===== config.mk =====
export PLATFORM = sky130hd
export DESIGN_NAME = switch_debouncer
export DESIGN_NICKNAME = d
export VERILOG_FILES = /design/src/rtl/switch_debouncer.sv
export SDC_FILE = /design/constraint.sdc
export NUM_CORES = 1
export LEC_CHECK = 0
export CAP_MARGIN = 20
export CELL_PAD_IN_SITES_DETAIL_PLACEMENT = 2
export CELL_PAD_IN_SITES_GLOBAL_PLACEMENT = 2
export CORE_MARGIN = 1
export CORE_UTILIZATION = 33
export DETAILED_ROUTE_END_ITERATION = 10
export PLACE_DENSITY_LB_ADDON = 0.2
export SYNTH_ARGS = -nofsm -noshare
export SYNTH_HDL_FRONTEND = slang
export SYNTH_SLANG_ARGS = --single-unit

===== constraint.sdc =====
create_clock -name clk -period 2.9 [get_ports clk]
set_clock_uncertainty 0.1 [all_clocks]
set_input_delay 0.58 -clock clk [delete_from_list [all_inputs] [get_ports clk]]
set_output_delay 0.58 -clock clk [all_outputs]
set_load 0.03 [all_outputs]

===== src/rtl/switch_debouncer.sv =====
// Synchronises a bouncing switch input and qualifies each level change over
// STABLE_CYCLES samples, producing a clean level plus rise/fall strobes.
module switch_debouncer #(
    parameter int STABLE_CYCLES = 16,
    parameter int SYNC_STAGES   = 2
) (
    input  logic clk,
    input  logic rst,
    input  logic din,
    output logic dout,
    output logic rise,
    output logic fall,
    output logic busy
);

    localparam int CW = $clog2(STABLE_CYCLES);
    localparam logic [CW-1:0] CMAX = CW'(STABLE_CYCLES - 1);
    localparam logic [CW-1:0] ONE  = CW'(1);

    if (STABLE_CYCLES < 2) begin : g_bad_stable
        $error("switch_debouncer: STABLE_CYCLES must be >= 2");
    end
    if (SYNC_STAGES < 2) begin : g_bad_sync
        $error("switch_debouncer: SYNC_STAGES must be >= 2");
    end

    typedef enum logic [1:0] {
        IDLE_LOW,
        WAIT_HIGH,
        IDLE_HIGH,
        WAIT_LOW
    } state_t;

    logic [SYNC_STAGES-1:0] sync_q;
    logic                   s;
    state_t                 state_q, state_d;
    logic [CW-1:0]          cnt_q, cnt_d;
    logic                   dout_d, rise_d, fall_d;

    assign s = sync_q[SYNC_STAGES-1];

    always_ff @(posedge clk or posedge rst) begin
        if (rst) begin
            sync_q  <= '0;
            state_q <= IDLE_LOW;
            cnt_q   <= '0;
            dout    <= 1'b0;
            rise    <= 1'b0;
            fall    <= 1'b0;
        end else begin
            sync_q  <= {sync_q[SYNC_STAGES-2:0], din};
            state_q <= state_d;
            cnt_q   <= cnt_d;
            dout    <= dout_d;
            rise    <= rise_d;
            fall    <= fall_d;
        end
    end

    // Any sample back at the settled level drops the candidate entirely.
    always_comb begin
        state_d = state_q;
        cnt_d   = '0;
        dout_d  = dout;
        rise_d  = 1'b0;
        fall_d  = 1'b0;
        unique case (state_q)
            IDLE_LOW: begin
                if (s) begin
                    state_d = WAIT_HIGH;
                    cnt_d   = ONE;
                end
            end
            WAIT_HIGH: begin
                if (!s) begin
                    state_d = IDLE_LOW;
                end else if (cnt_q == CMAX) begin
                    state_d = IDLE_HIGH;
                    dout_d  = 1'b1;
                    rise_d  = 1'b1;
                end else begin
                    cnt_d = cnt_q + ONE;
                end
            end
            IDLE_HIGH: begin
                if (!s) begin
                    state_d = WAIT_LOW;
                    cnt_d   = ONE;
                end
            end
            WAIT_LOW: begin
                if (s) begin
                    state_d = IDLE_HIGH;
                end else if (cnt_q == CMAX) begin
                    state_d = IDLE_LOW;
                    dout_d  = 1'b0;
                    fall_d  = 1'b1;
                end else begin
                    cnt_d = cnt_q + ONE;
                end
            end
            default: begin
                state_d = IDLE_LOW;
            end
        endcase
    end

    assign busy = (state_q == WAIT_HIGH) || (state_q == WAIT_LOW);

endmodule

; ---- Yosys cells after proc, flatten, opt, wreduce, memory -nomap -nowiden
; Index checks and enable logic that the tools add are counted.
[word_totals]
word_cells = 47
reg_bits = 11
[classes]
reduce_logical = 5
addsub = 1
n_eq_ne = 12
muxes = 23
[op_table]
columns = operator, count
row1 = $pmux 4 s4, 1
row2 = $mux 2, 6
row3 = $mux 4, 3
row4 = $ne 2x2->1 const B, 6
row5 = $mux 1, 11
row6 = $pmux 2 s4, 1
row7 = $ne 3x3->1 const B, 2
row8 = $reduce_and 5->1, 1
row9 = $add 4x1->4 const B, 1
row10 = $eq 2x2->1 const B, 2
row11 = $eq 4x4->1 const B, 1
row12 = $reduce_and 4->1, 1
row13 = $eq 2x1->1 const B, 1
row14 = $logic_not 2->1, 1
row15 = $pmux 1 s2, 1
row16 = $reduce_bool 2->1, 1
row17 = $logic_or 1x1->1, 1

; ---- Depth between registers and ports, before layout
; Gate-level depths: netlist of run 1.
[logic_depth]
ltp_word = 4
mapped_depth = 4
ltp_nobuf = 4

; ---- Worst setup path after synthesis of run 1
; Ideal clock, no wire load.
[synth_path]
path_type = register to output
start = reg state_q[0]
end = out busy
n_path_buf = 1
slack_ps = 1494
t_arrival_ps = 726
stages_incl_launch_ff = 2
t_required_ps = 2220
cell_sequence = dfrtp_1 > clkbuf_1
[synth_between]
elab_chain_cells = 2
elab_cells_between_ends = 3
cone_classes = 2 x eq/ne / 1 x reduce/logical
[synth_lines]
columns = item, line
row1 = from (decl), 36  ; state_t state_q, state_d;
row2 = from (signal assigned), 52  ; state_q <= state_d;
row3 = $eq 2x1->1 / $eq 2x2->1 (equally long branches), 108  ; assign busy = (state_q == WAIT_HIGH) || (state_q == WAIT_LOW);
row4 = $logic_or 1x1->1 *, 108
row5 = to (decl), 13  ; output logic busy
; Every way passes the cells marked *; elsewhere a longest branch is shown, timed or not.

; ---- Final worst setup path of run 1
; Ends and elaborated chain as after synthesis.

==> results by group, run 1 <==
Run status
  – Run status: complete, no violations

Pwr
  – Sequential power share: 0.578
  – Net Switching: 0.0000632 W
  – Leak pwr: 0.246 nW
  – Clk network pwr share: 0.366
  – Comb pwr share: 0.056
  – Sw frac: 0.225
  – Maximum vdd drop: 0.215 mV
  – Pwr Density: 527 nW/µm²
  – Internal: 0.000218 W

Worst setup path
  – Worst path required time: 2220 ps
  – Crit path DAT: 1450 ps
  – R2r setup slk: 1390 ps
  – Reg2reg start: cnt_q[0]
  – Crit path capture type: primary output
  – RR Endpoint: cnt_q[0]
  – Worst path top cell family by delay: buffers and inverters
  – Crit Path Max Fanout: 6
  – Max stage delay on crit path: 720 ps
  – Critical path cell sequence: clkdlybuf4s50_1
  – Crit path depth: 1
  – Critical path class: flop to primary output
  – Worst Setup Start Kind: flop
  – Crit path buffers/inverters: 1
  – Worst setup startpoint: state_q[0]
  – Max stage delay cell, worst path: clkdlybuf4s50_1
  – Worst reg-to-reg path cell count: 4

STA
  – Max-slew violations: 0
  – Max frequency: 470 MHz
  – Final setup TNS: 0 ps
  – Post-layout min period: 2130 ps
  – Hold slack: 262 ps
  – RSZ-0062 raised after global routing: false
  – Fin crit share: 0.734
  – Setup violators final: 0
  – Slew HR: 0.732
  – Worst-margin pin slew: 402 ps
  – Final Hold Vio Count: 0

Route
  – Via Count: 300
  – DR WL/cell: 15.4 µm
  – Drt via density: 5.08
  – Pre-antenna DRT Iters: 2
  – Drt initial violations: 2
  – Antenna-violating nets left: 0
  – Total wire length: 909 µm
  – DRC viols: 0

Floorplanning
  – Initial Util: 0.371
  – Row count: 12
  – Core Region: 1170 µm²
  – Die Span X: 38.3 µm
  – Boundary pin count: 7
  – DIE HEIGHT: 38.3 µm
  – Die footprint: 1460 µm²

CTS
  – Postcts setup bufs: 0
  – Post-cts repair resize count: 0
  – CTS root buffer: clkbuf_4
  – Clock sinks: 11
  – CTS tree: built
  – CTS Buffer Depth: 2
  – Hold_buf cts: 0
  – H-tree depth: 1
  – Number of CTS-inserted buffers: 3
  – Reg clk slew, reported paths: 60 ps
  – Clk_lat worst skew: 270 ps

GRT
  – GRT overflow: 0
  – Largest net degree at the start of global routing: 12
  – Initial antenna violation count: 0
  – Number of global-route vias before repair: 342
  – Global-route wire length before repair: 1.52 mm
  – Overall Global Routing Usage: 0.169

Synthesis
  – Post-synthesis sequential area ratio: 0.634
  – Syn avg cell area: 12.1 µm²
  – Yosys cell types: 17
  – Syn. warnings: 0
  – Synthesized cell area: 434 µm²
  – Post-Synthesis Cells: 36
  – Net Count, Synth: 40
  – Seq cells post-synth: 11

Finish
  – Synthesis-to-layout area growth: 23.1%
  – Count of nets after finishing: 50
  – Share of cells above drive strength 1: 0.133
  – Fillers: 131
  – # diodes: 0
  – Layout Utilization: 0.456

Place
  – DP HPWL: 626 µm
  – IO Port Bufs: 6
  – Global placer's final weighted congestion: 0.719

Min path
  – Hold crit path type: flop to flop
  – Hold Startpoint: sync_q[0]
  – Hold Path Depth: 0
  – Hold worst-path end: sync_q[1]

Run
  – Max capacitance violation total: 0
## cells by family after synthesis
logic type,after synthesis,share of synthesized area
AO/OA/AOI/OAI,7,0.112
XOR/XNOR,2,0.0404
adder cells (fa/ha/maj),1,0.0288
buffers and inverters,3,0.0259
flip-flops,11,0.634
AND/OR/NAND/NOR,12,0.159
## worst register-to-register path: stages, from the launching register on
cell	delay [ps]
dfrtp_1	440
ha_1	260
nand4_1	210
and2_2	250
a21boi_4	130
## power by group through the flow
stage	Clock [W]	Sequential (W)	Combinational, W
2_1_floorplan	0	0.000164	0.0000103
3_3_place_gp	0	0.000165	0.0000151
3_5_place_dp	0	0.000165	0.0000160
4_1_cts	0.000107	0.000163	0.0000165
5_1_grt	0.000116	0.000163	0.0000176
6_report	0.000103	0.000163	0.0000158
## synth_stat cells
cell type / n / area share
dfrtp_1: 11 / 0.63
a21oi_1: 4 / 0.046
nand2_1: 4 / 0.035
inv_1: 2 / 0.017
nor2_1: 2 / 0.017
o21ai_0: 2 / 0.023
a21boi_4: 1 / 0.043
and2_2: 1 / 0.017
and3_2: 1 / 0.017
and4_1: 1 / 0.020
clkbuf_1: 1 / 0.0086
ha_1: 1 / 0.029
nand4_1: 1 / 0.014
nand4b_1: 1 / 0.020
nor3b_1: 1 / 0.017
xnor2_1: 1 / 0.020
xor2_1: 1 / 0.020
## worst max-delay path by stage
stage,end,slack [ps]
after floorplan,busy,1490
after global placement,busy,1100
after detailed placement,busy,1050
after CTS,busy,750
after global routing,busy,710
final,busy,770
## metal layers
layer  GRT usage  routed length [µm]  part of all wire
met1       0.196                 380              0.42
met2       0.267                 486              0.53
met3      0.0523                  27             0.030
met4       0.107                  15             0.017
met5           0                   0                 0
## state kept, by name, indices dropped and copies added (netlist names), named ones only
| signal | cells |
|---|---|
| state_q | 1 |
| rise | 1 |
| dout | 1 |
| sync_q | 2 |
| cnt_q | 4 |
| fall | 1 |
## layout by cell type (no fill, tap or decap)
cell type / n
ha_1: 1
clkdlybuf4s50_1: 6
nand4b_1: 1
xnor2_1: 1
nand4_1: 1
inv_1: 2
o21ai_0: 2
clkbuf_1: 1
dfrtp_1: 11
and2_2: 1
and3_2: 1
a21oi_1: 4
nand2_1: 4
xor2_1: 1
nor3b_1: 1
nor2_1: 2
and4_1: 1
clkbuf_4: 3
a21boi_4: 1
## metrics by stage
stage          instances  instance area [µm²]  power, W  worst slack, ps
2_1_floorplan         36                  434  0.000174             1490
3_3_place_gp          55                  508  0.000180             1100
3_5_place_dp          55                  508  0.000181             1050
4_1_cts               59                  534  0.000286              748
5_1_grt               59                  534  0.000297              706
6_report              59                  534  0.000281              770
## layout make-up
type	instances	area, µm²	share of cell area
timing repair buffer	6	60.1	0.112
tap	14	17.5	0.0328
clock buffer	4	26.3	0.0492
multi-input combinational	22	148	0.276
sequential	11	275	0.515
inverter	2	7.51	0.0141
Note: power is estimated with default switching activity, not from simulation.
==> inputs of run 2 (changes only) <==
--- a/config.mk
+++ b/config.mk
@@ -9,7 +9,7 @@
 export CELL_PAD_IN_SITES_DETAIL_PLACEMENT = 2
 export CELL_PAD_IN_SITES_GLOBAL_PLACEMENT = 2
 export CORE_MARGIN = 1
-export CORE_UTILIZATION = 33
+export CORE_UTILIZATION = 31
 export DETAILED_ROUTE_END_ITERATION = 10
 export PLACE_DENSITY_LB_ADDON = 0.2
 export SYNTH_ARGS = -nofsm -noshare
==> constraint.sdc (replaced) <==
create_clock -name clk -period 2 [get_ports clk]
set_clock_uncertainty 0.1 [all_clocks]
set_input_delay 0.4 -clock clk [delete_from_list [all_inputs] [get_ports clk]]
set_output_delay 0.4 -clock clk [all_outputs]
set_load 0.03 [all_outputs]
==> run 2 against run 1 <==
Sequential power up 45%; setup slack worse by 560 ps; register-to-register slack worse by 940 ps; non-clock buffer count is the same; utilization down 4.3 points; final cell count up 1.7%; clock power up 47%; worst hold slack better by 9.2 ps; cell area up 0.70%; critical endpoint is now dout; highest routed layer unchanged.
==> results by group, run 2 (same netlist as run 1, synthesis figures left out) <==
Run status
  – Run status: complete, no violations

Route
  – Total wire length: 866 µm (-4.7%)
  – Via Count: 305 (+1.7%)
  – Pre-antenna DRT Iters: 4 (+2)
  – Drt via density: 5.08 (about the same)
  – DR WL/cell: 14.4 µm (-6.3%)
  – Antenna-violating nets left: 0 (unchanged)
  – DRC viols: 0 (unchanged)
  – Drt initial violations: 6 (+4)

Min path
  – Hold Path Depth: 0 (unchanged)
  – Hold worst-path end: sync_q[1]
  – Hold Startpoint: sync_q[0]
  – Hold crit path type: flop to flop

CTS
  – Clk_lat worst skew: 260 ps (about the same)
  – Reg clk slew, reported paths: 70 ps (about the same)
  – CTS tree: built
  – Clock sinks: 11 (unchanged)
  – CTS root buffer: clkbuf_4
  – CTS Buffer Depth: 2 (unchanged)
  – Number of CTS-inserted buffers: 3 (unchanged)
  – H-tree depth: 1 (unchanged)
  – Hold_buf cts: 0 (unchanged)

Finish
  – Most flop-heavy register: cnt_q
  – Share of cells above drive strength 1: 0.133 (unchanged)
  – Count of nets after finishing: 50 (unchanged)
  – Sequential cell area: 275 µm² (unchanged)
  – Most frequent cells in the layout: dfrtp_1 (11), clkdlybuf4s50_1 (5), a21oi_1 (4), nand2_1 (4), clkbuf_4 (3)
  – # diodes: 0 (unchanged)
  – Top Registers: cnt_q x4, sync_q x2
  – Synthesis-to-layout area growth: 23.9%
  – Commonest non-fill, non-tap cell in the layout: dfrtp_1
  – Layout Utilization: 0.413 (-0.0427)
  – Max reg flops: 4 (unchanged)
  – Multi-input logic area: 148 µm² (unchanged)
  – Layout Cells excl Fill: 60 (+1.7%)
  – Fillers: 147 (+12%)

STA
  – Slew HR: 0.720 (-0.0112)
  – Max-slew violations: 0 (unchanged)
  – Setup violators final: 0 (unchanged)
  – Fin crit share: 0.897
  – RSZ-0062 raised after global routing: false
  – Hold slack: 271 ps (+9.17 ps)
  – Max frequency: 557 MHz
  – Final Hold Vio Count: 0 (unchanged)
  – Post-layout min period: 1790 ps
  – Worst-margin pin slew: 419 ps (+16.8 ps)
  – Final setup TNS: 0 ps (unchanged)

Run
  – Max capacitance violation total: 0 (unchanged)

Worst setup path
  – RR Endpoint: cnt_q[0]
  – Worst Setup Start Kind: flop
  – Critical path cell sequence: clkdlybuf4s50_1
  – Worst path required time: 1500 ps (-720 ps)
  – Crit Path Max Fanout: 3 (-3)
  – Worst path top cell family by delay: buffers and inverters
  – Max stage delay cell, worst path: clkdlybuf4s50_1
  – Worst reg-to-reg path cell count: 4 (unchanged)
  – Crit path buffers/inverters: 1 (unchanged)
  – Critical path class: flop to primary output
  – Max stage delay on crit path: 670 ps (-50 ps)
  – Reg2reg start: cnt_q[0]
  – Crit path capture type: primary output
  – Crit path DAT: 1290 ps (-160 ps)
  – R2r setup slk: 450 ps (-940 ps)

Floorplanning
  – Boundary pin count: 7 (unchanged)
  – Die footprint: 1550 µm² (+6.1%)
  – Initial Util: 0.334 (-0.0371)
  – DIE HEIGHT: 39.4 µm (+3.0%)
  – Row count: 13 (+1)
  – Die Span X: 39.4 µm (+3.0%)
  – Core Region: 1300 µm² (+11%)

Pwr
  – Leak pwr: 0.255 nW (+3.7%)
  – Maximum vdd drop: 0.295 mV (+37%)
  – Pwr Density: 763 nW/µm² (+45%)

GRT
  – Initial antenna violation count: 0 (unchanged)
  – Number of global-route vias before repair: 322 (-5.8%)
  – Overall Global Routing Usage: 0.140 (-0.0287)
  – Global-route wire length before repair: 1.38 mm (-9.4%)
  – Largest net degree at the start of global routing: 12 (unchanged)
  – GRT overflow: 0 (unchanged)

Place
  – DP HPWL: 609 µm (-2.7%)
  – Global placer's final weighted congestion: 0.646 (-10%)
  – Placed cells: 56 (+1.8%)
  – IO Port Bufs: 6 (unchanged)
==> run 2: metal layers <==
| metal | up-vias | part of all wire | global-route usage |
|---|---|---|---|
| met5 | - | 0 | 0 |
| met4 | 0 | 0.024 | 0.112 |
| met3 | 2 | 0.059 | 0.0341 |
| met2 | 13 | 0.50 | 0.209 |
| met1 | 150 | 0.42 | 0.169 |
| li1 | 140 | - | - |
==> run 2: worst max-delay path by stage <==
stage                     cells past startpoint  slack [ps]  startpoint  endpoint
after floorplan                               4         670    cnt_q[0]  cnt_q[0]
after global placement                        1         380  state_q[0]      busy
after detailed placement                      1         340  state_q[0]      busy
after CTS                                     1          30  state_q[0]      busy
after global routing                          1         150        dout      dout
final                                         1         210        dout      dout
==> run 2: through the flow <==
stage	total power (W)	area, µm²	worst slack [ps]
after floorplan	0.000253	434	674
after global placement	0.000261	509	382
after detailed placement	0.000263	509	342
after CTS	0.000422	536	32.4
after global routing	0.000432	538	146
final	0.000410	538	205
==> run 2: layout make-up <==
type | instances | area share
Sequential cell | 11 | 0.512
Timing Repair Buffer | 6 | 0.116
Inverter | 2 | 0.0140
Clock buffer | 4 | 0.0488
Multi-Input combinational cell | 22 | 0.274
Tap cell | 15 | 0.0349
==> run 2: timing repair <==
item	4_1_cts	5_1_grt
gates resized for setup	0	1
endpoints found under the setup margin	0	1
buffers inserted	0	0
==> run 2: power by group <==
part	switching, W	leakage [nW]	internal (W)	total [W]
clock network	0.0000742	0.0150	0.0000771	0.000151
logic	0.0000118	0.0957	0.0000114	0.0000233
registers	0.00000776	0.144	0.000228	0.000236
total	0.0000938	0.255	0.000317	0.000410
